## config.mk

```make
export PLATFORM = sky130hd
export DESIGN_NAME = alu_pipe
export DESIGN_NICKNAME = d
export VERILOG_FILES = /design/src/rtl/alu_pkg.sv /design/src/rtl/alu_core.sv /design/src/rtl/alu_pipe.sv
export SDC_FILE = /design/constraint.sdc
export NUM_CORES = 1
export LEC_CHECK = 0
export ABC_AREA = 1
export BUFFER_PORTS_ARGS = -buffer_cell sky130_fd_sc_hd__buf_2
export CELL_PAD_IN_SITES_DETAIL_PLACEMENT = 1
export CELL_PAD_IN_SITES_GLOBAL_PLACEMENT = 2
export CORE_UTILIZATION = 34
export DETAILED_ROUTE_END_ITERATION = 10
export MAX_ROUTING_LAYER = met4
export PLACE_DENSITY_LB_ADDON = 0.1
export SLEW_MARGIN = 0
export SYNTH_ARGS = -nofsm -noshare
export SYNTH_HDL_FRONTEND = slang
export SYNTH_SLANG_ARGS = --single-unit
```

## constraint.sdc

```tcl
create_clock -name i_clk -period 5 [get_ports i_clk]
set_input_delay 1 -clock i_clk [delete_from_list [all_inputs] [get_ports i_clk]]
set_output_delay 1 -clock i_clk [all_outputs]
set_load 0.005 [all_outputs]
```

## src/rtl/alu_pkg.sv

```systemverilog
// Shared opcodes, flag layout and widths for the pipelined ALU.
package alu_pkg;
    localparam int OP_W    = 6;
    localparam int FLAGS_W = 4;

    // Bit positions inside the {C,V,Z,N} flag vector
    localparam int F_C = 3;
    localparam int F_V = 2;
    localparam int F_Z = 1;
    localparam int F_N = 0;

    localparam logic [OP_W-1:0] OP_ADD = 6'b100000;
    localparam logic [OP_W-1:0] OP_SUB = 6'b100010;
    localparam logic [OP_W-1:0] OP_AND = 6'b100100;
    localparam logic [OP_W-1:0] OP_OR  = 6'b100101;
    localparam logic [OP_W-1:0] OP_XOR = 6'b100110;
    localparam logic [OP_W-1:0] OP_NOR = 6'b100111;
    localparam logic [OP_W-1:0] OP_SLL = 6'b000000;
    localparam logic [OP_W-1:0] OP_SRL = 6'b000010;
    localparam logic [OP_W-1:0] OP_SRA = 6'b000011;
    localparam logic [OP_W-1:0] OP_SLT = 6'b101010;
endpackage

```

## src/rtl/alu_core.sv

```systemverilog
// Combinational ALU datapath: result, {C,V,Z,N} flags and unsupported-opcode error.
module alu_core
    import alu_pkg::*;
#(
    parameter int DATA_W = 8,
    parameter int SH_W   = $clog2(DATA_W)
) (
    input  logic [DATA_W-1:0]  a_i,
    input  logic [DATA_W-1:0]  b_i,
    input  logic [OP_W-1:0]    op_i,
    input  logic [SH_W-1:0]    sh_i,
    output logic [DATA_W-1:0]  res_o,
    output logic [FLAGS_W-1:0] flags_o,
    output logic               err_o
);
    localparam int MSB = DATA_W - 1;

    // One extra bit on every arithmetic/shift path captures the carry or the
    // last bit shifted out, so C falls out of the same adder/shifter.
    logic [DATA_W:0] sum, diff, sll_ext, srl_ext, sra_ext;
    logic            c, v;

    assign sum     = {1'b0, a_i} + {1'b0, b_i};
    assign diff    = {1'b0, a_i} - {1'b0, b_i};
    assign sll_ext = {1'b0, a_i} << sh_i;
    assign srl_ext = {a_i, 1'b0} >> sh_i;
    assign sra_ext = $signed({a_i, 1'b0}) >>> sh_i;

    // Select the operation result and derive the flag set from it
    always_comb begin
        res_o = '0;
        c     = 1'b0;
        v     = 1'b0;
        err_o = 1'b0;
        case (op_i)
            OP_ADD: begin
                res_o = sum[MSB:0];
                c     = sum[DATA_W];
                v     = (a_i[MSB] == b_i[MSB]) && (sum[MSB] != a_i[MSB]);
            end
            OP_SUB: begin
                res_o = diff[MSB:0];
                c     = diff[DATA_W];
                v     = (a_i[MSB] != b_i[MSB]) && (diff[MSB] != a_i[MSB]);
            end
            OP_AND: res_o = a_i & b_i;
            OP_OR:  res_o = a_i | b_i;
            OP_XOR: res_o = a_i ^ b_i;
            OP_NOR: res_o = ~(a_i | b_i);
            OP_SLL: begin
                res_o = sll_ext[MSB:0];
                c     = sll_ext[DATA_W];
            end
            OP_SRL: begin
                res_o = srl_ext[DATA_W:1];
                c     = srl_ext[0];
            end
            OP_SRA: begin
                res_o = sra_ext[DATA_W:1];
                c     = sra_ext[0];
            end
            OP_SLT: res_o = {{(DATA_W-1){1'b0}}, ($signed(a_i) < $signed(b_i))};
            default: err_o = 1'b1;
        endcase
        flags_o        = '0;
        flags_o[F_C]   = c;
        flags_o[F_V]   = v;
        flags_o[F_Z]   = (res_o == '0);
        flags_o[F_N]   = res_o[MSB];
    end
endmodule

```

## src/rtl/alu_pipe.sv

```systemverilog
// Two-stage valid/ready ALU pipeline: S1 holds operands, S2 holds the result.
module alu_pipe
    import alu_pkg::*;
#(
    parameter int DATA_W = 8,
    parameter int SH_W   = $clog2(DATA_W)
) (
    input  logic               i_clk,
    input  logic               i_reset,
    input  logic               i_valid,
    output logic               o_ready,
    input  logic [DATA_W-1:0]  i_a,
    input  logic [DATA_W-1:0]  i_b,
    input  logic [OP_W-1:0]    i_opcode,
    output logic               o_valid,
    input  logic               i_ready,
    output logic [DATA_W-1:0]  o_res,
    output logic [FLAGS_W-1:0] o_flags,
    output logic               o_err,
    output logic               o_ovf_sticky,
    input  logic               i_clr_sticky
);
    logic               s1_v_q, s2_v_q;
    logic [DATA_W-1:0]  s1_a_q, s1_b_q;
    logic [OP_W-1:0]    s1_op_q;
    logic [DATA_W-1:0]  s2_res_q, core_res;
    logic [FLAGS_W-1:0] s2_flags_q, core_flags;
    logic               s2_err_q, core_err;
    logic               sticky_q, sticky_d;
    logic               s1_en, s2_en, xfer;

    // A stage may load when it is empty or its content moves on this cycle
    assign s2_en   = ~s2_v_q | i_ready;
    assign s1_en   = ~s1_v_q | s2_en;
    assign o_ready = s1_en;
    assign xfer    = s2_v_q & i_ready;

    alu_core #(.DATA_W(DATA_W), .SH_W(SH_W)) u_core (
        .a_i     (s1_a_q),
        .b_i     (s1_b_q),
        .op_i    (s1_op_q),
        .sh_i    (s1_b_q[SH_W-1:0]),
        .res_o   (core_res),
        .flags_o (core_flags),
        .err_o   (core_err)
    );

    // Operand stage: capture a new operand set whenever S1 can advance
    always_ff @(posedge i_clk or posedge i_reset) begin
        if (i_reset) begin
            s1_v_q  <= 1'b0;
            s1_a_q  <= '0;
            s1_b_q  <= '0;
            s1_op_q <= '0;
        end else if (s1_en) begin
            s1_v_q <= i_valid;
            if (i_valid) begin
                s1_a_q  <= i_a;
                s1_b_q  <= i_b;
                s1_op_q <= i_opcode;
            end
        end
    end

    // Result stage: hold steady under backpressure, otherwise take S1's result
    always_ff @(posedge i_clk or posedge i_reset) begin
        if (i_reset) begin
            s2_v_q     <= 1'b0;
            s2_res_q   <= '0;
            s2_flags_q <= '0;
            s2_err_q   <= 1'b0;
        end else if (s2_en) begin
            s2_v_q <= s1_v_q;
            if (s1_v_q) begin
                s2_res_q   <= core_res;
                s2_flags_q <= core_flags;
                s2_err_q   <= core_err;
            end
        end
    end

    // Sticky overflow next state: a V=1 transfer beats a same-cycle clear
    always_comb begin
        sticky_d = sticky_q;
        if (xfer && s2_flags_q[F_V]) sticky_d = 1'b1;
        else if (i_clr_sticky)       sticky_d = 1'b0;
    end

    // Sticky overflow register
    always_ff @(posedge i_clk or posedge i_reset) begin
        if (i_reset) sticky_q <= 1'b0;
        else         sticky_q <= sticky_d;
    end

    assign o_valid      = s2_v_q;
    assign o_res        = s2_res_q;
    assign o_flags      = s2_flags_q;
    assign o_err        = s2_err_q;
    assign o_ovf_sticky = sticky_q;
endmodule

```

==> impl_metrics.env <==
export IMPL_fillCellCount=1348
export IMPL_std_cell_rows=36
export IMPL_antenna_found_initial=0
export IMPL_critPathMaxFanout=16
export IMPL_synth_top_family_by_area="simple AND/OR/NAND/NOR gates"
export IMPL_clkTransAtPathRegs_ns=0.09
export IMPL_finalWorstSetupSlack_ns=1.91
export IMPL_seq_area_frac_synth_pct=26.2
export IMPL_wl_per_cell_um=16.5
export IMPL_worst_path_buf_inv=2
export IMPL_h_tree_depth=2
export IMPL_nets=654
export IMPL_power_w=0.00124
export IMPL_syn_avg_cell_area_um2=6.22
export IMPL_die_h_um=104
export IMPL_via_count=3677
export IMPL_p_leak_nw=2.11
export IMPL_cts_inserted_buffers=5
export IMPL_dp_hpwl_um=9800
export IMPL_fmax_ghz=0.324
export IMPL_viasPerCell=5.01
export IMPL_min_period_ns=3.09
export IMPL_met2WireLength_um=5770
export IMPL_yosys_area_top_type="dfrtp_1"
export IMPL_cp_required_ns=5.23
export IMPL_clock_latency_ns=0.30
export IMPL_report_final_slew_viol_count=0
export IMPL_ys_types=31
export IMPL_dieArea_um2=10800
export IMPL_netlist_instances=568
export IMPL_rsz0062_at_grt="false"
export IMPL_gp_congestion=0.893
export IMPL_critPathTopFamily="simple AND/OR/NAND/NOR gates"
export IMPL_drive_gt1_share_pct=12.6
export IMPL_cts_setup_buffers=0
export IMPL_drc=0
export IMPL_crit_path_end_kind="register"
export IMPL_totalWireLength_um=12100
export IMPL_outcome="complete, no violations"
export IMPL_ys_ff_latch=37
export IMPL_start_kind="register"
export IMPL_cts_resized=0
export IMPL_dp_cells=726
export IMPL_worstPathCellList="inv_1 > ha_1 > inv_1 > a21oi_1 > nand3_1 > nand3_1 > nand2_1 > nor2_1 > nand3_1 > nor2_1 > nand3_1 > nand2_1"
export IMPL_stdcell_count=734
export IMPL_dieWidth_um=104
export IMPL_overflow=0
export IMPL_synth_top_area_share_pct=26.2
export IMPL_max_vdd_ir_drop_uv=165
export IMPL_portBuffers=42
export IMPL_yosysWarnings=0
export IMPL_syn_to_final_growth_pct=10.6
export IMPL_timing_hold_violations_final=0
export IMPL_cts_buffer_depth=2
export IMPL_crit_top_cell="nand3_1"
export IMPL_synth_area_leaders="dfrtp_1, nand2_1, ha_1"
export IMPL_crit_path_max_incr_delay_ns=0.70
export IMPL_synth_simple_area_share_pct=42.1
export IMPL_cts_sinks=37
export IMPL_critical_path_arrival_ns=3.32
export IMPL_post_route_period_util_pct=61.7
export IMPL_num_antenna_cells=0
export IMPL_grt_pass1_wl_um=20600
export IMPL_synth_nets=622
export IMPL_worstSetupPathType="register to register"
export IMPL_drv_cap=0
export IMPL_worst_slew_pin_slew_ns=0.648
export IMPL_hp_class="register to register"
export IMPL_tritoncts="done"
export IMPL_drt_iter0_drc=130
export IMPL_slew_headroom_pct=56.8
export IMPL_root_buffer="clkbuf_8"
export IMPL_synth_adder_area_share_pct=9.98
export IMPL_synth_xor_area_share_pct=0.496
export IMPL_finClkSkew_ns=0.00650
export IMPL_coreArea_um2=9910
export IMPL_slowest_stage="dfrtp_1"
export IMPL_drt_first_pass_iters=4
export IMPL_grt_max_degree=46
export IMPL_pre_cts_slack_ns=1.95
export IMPL_grt_pass1_vias=3816
export IMPL_powerDensity_nw_per_um2=318
export IMPL_fin_tns_setup_ns=0
export IMPL_track_usage_pct=24.7
export IMPL_hold_buffers=0
export IMPL_setup_viol=0
export IMPL_initial_core_util_pct=35.7
export IMPL_ios=43
export IMPL_muxShareOfSynthArea_pct=0
export IMPL_synth_compound_area_share_pct=11.3
export IMPL_syn_area_um2=3530
export IMPL_wl_met3_um=292
export IMPL_postRouteAntennaNets=0
export IMPL_top_layer_used="met4"
export IMPL_m1WireLength_um=5990
metal layers:
metal | vias to the layer above | track usage [%]
met5 | - | -
met4 | 0 | 3.27
met3 | 6 | 2.51
met2 | 45 | 40.8
met1 | 1762 | 33.5
li1 | 1864 | -
cell families (layout without fill, tap and decap cells):
logic type               after synthesis  in the layout
buffers and inverters                 85            118
flip-flops                            37             37
XOR/XNOR                               2              2
AND/OR/NAND/NOR                      341            341
adder cells (fa/ha/maj)               27             27
AO/OA/AOI/OAI                         76             76
worst paths after layout:
| kind | startpoint | end | slack, ns | depth (start not counted) |
|---|---|---|---|---|
| min in group asynchronous | i_reset | s1_op_q[4] | 0.82 | 3 |
| worst max register to register | s1_b_q[2] | o_flags[1] | 1.91 | 12 |
| max in group asynchronous | i_reset | o_res[6] | 3.84 | 3 |
| worst min register to register | o_res[0] | o_res[0] | 0.49 | 2 |
| worst min-delay path | o_res[0] | o_res[0] | 0.49 | 2 |
| worst max-delay path | s1_b_q[2] | o_flags[1] | 1.91 | 12 |
power by group:
| part | switching (W) | internal, W |
|---|---|---|
| combinational | 0.000388 | 0.000199 |
| sequential | 0.0000747 | 0.000357 |
| clock | 0.000127 | 0.0000967 |
| total | 0.000590 | 0.000652 |
stage by stage:
stage / hold slack [ns] / cell area (µm²) / utilization, %
3_5_place_dp: 0.476 / 3820 / 38.6
3_3_place_gp: 0.472 / 3820 / 38.6
6_report: 0.492 / 3910 / 39.4
4_1_cts: 0.498 / 3910 / 39.4
2_1_floorplan: 0.470 / 3530 / -
5_1_grt: 0.551 / 3910 / 39.4
area by class of cell:
cell class                 instances  area [µm²]  area share [%]
inverter                          66         248            6.34
tap                              133         166            4.26
timing repair buffer              44         225            5.76
clock inverter                     3        17.5           0.448
multi-input combinational        446        2260            57.7
clock buffer                       5        68.8            1.76
sequential                        37         926            23.7
tightest hold or removal path, delay by kind of cell (launching register included):
| kind | cells | cell delay [ns] |
|---|---|---|
| AND/OR/NAND/NOR | 1 | 0.05 |
| AO/OA/AOI/OAI | 1 | 0.05 |
| flip-flops | 1 | 0.35 |
cells in the mapped netlist:
cell,instances
nand2_1,180
nor2_1,73
inv_1,59
nand3_1,56
a21oi_1,39
dfrtp_1,37
ha_1,25
o21ai_0,21
buf_2,8
inv_2,7
a31oi_1,6
clkbuf_1,6
nand4_1,6
nor2_4,6
nor3_1,6
nor2_2,5
o21ai_1,5
buf_4,4
nand2_4,4
and2_1,2
fa_1,2
o21bai_1,2
a21boi_0,1
buf_6,1
nand2_2,1
nor2_8,1
o22ai_1,1
o41ai_1,1
or2_1,1
xnor2_1,1
xor2_1,1
state kept, by name, summed over array words and instances (netlist names):
name,count
o_res,7
s1_b_q,8
s1_a_q,8
o_err,1
s1_v_q,1
o_ovf_sticky,1
o_flags,4
s1_op_q,6
o_valid,1
cell usage in the layout (no fill, tap or decap), types with 2 or more instances in the layout:
master	netlist	routed
buf_2	8	42
a21oi_1	39	39
nand2_4	4	4
o21bai_1	2	2
buf_4	4	2
and2_1	2	2
a31oi_1	6	6
clkinv_2	0	2
fa_1	2	2
nor2_2	5	5
nor2_1	73	73
inv_2	7	7
nand3_1	56	56
nand4_1	6	6
dfrtp_1	37	37
nor2_4	6	6
o21ai_1	5	5
clkbuf_8	0	5
nor3_1	6	6
nand2_1	180	180
o21ai_0	21	21
ha_1	25	25
inv_1	59	59
No activity file was read; power rests on OpenSTA's default activity.
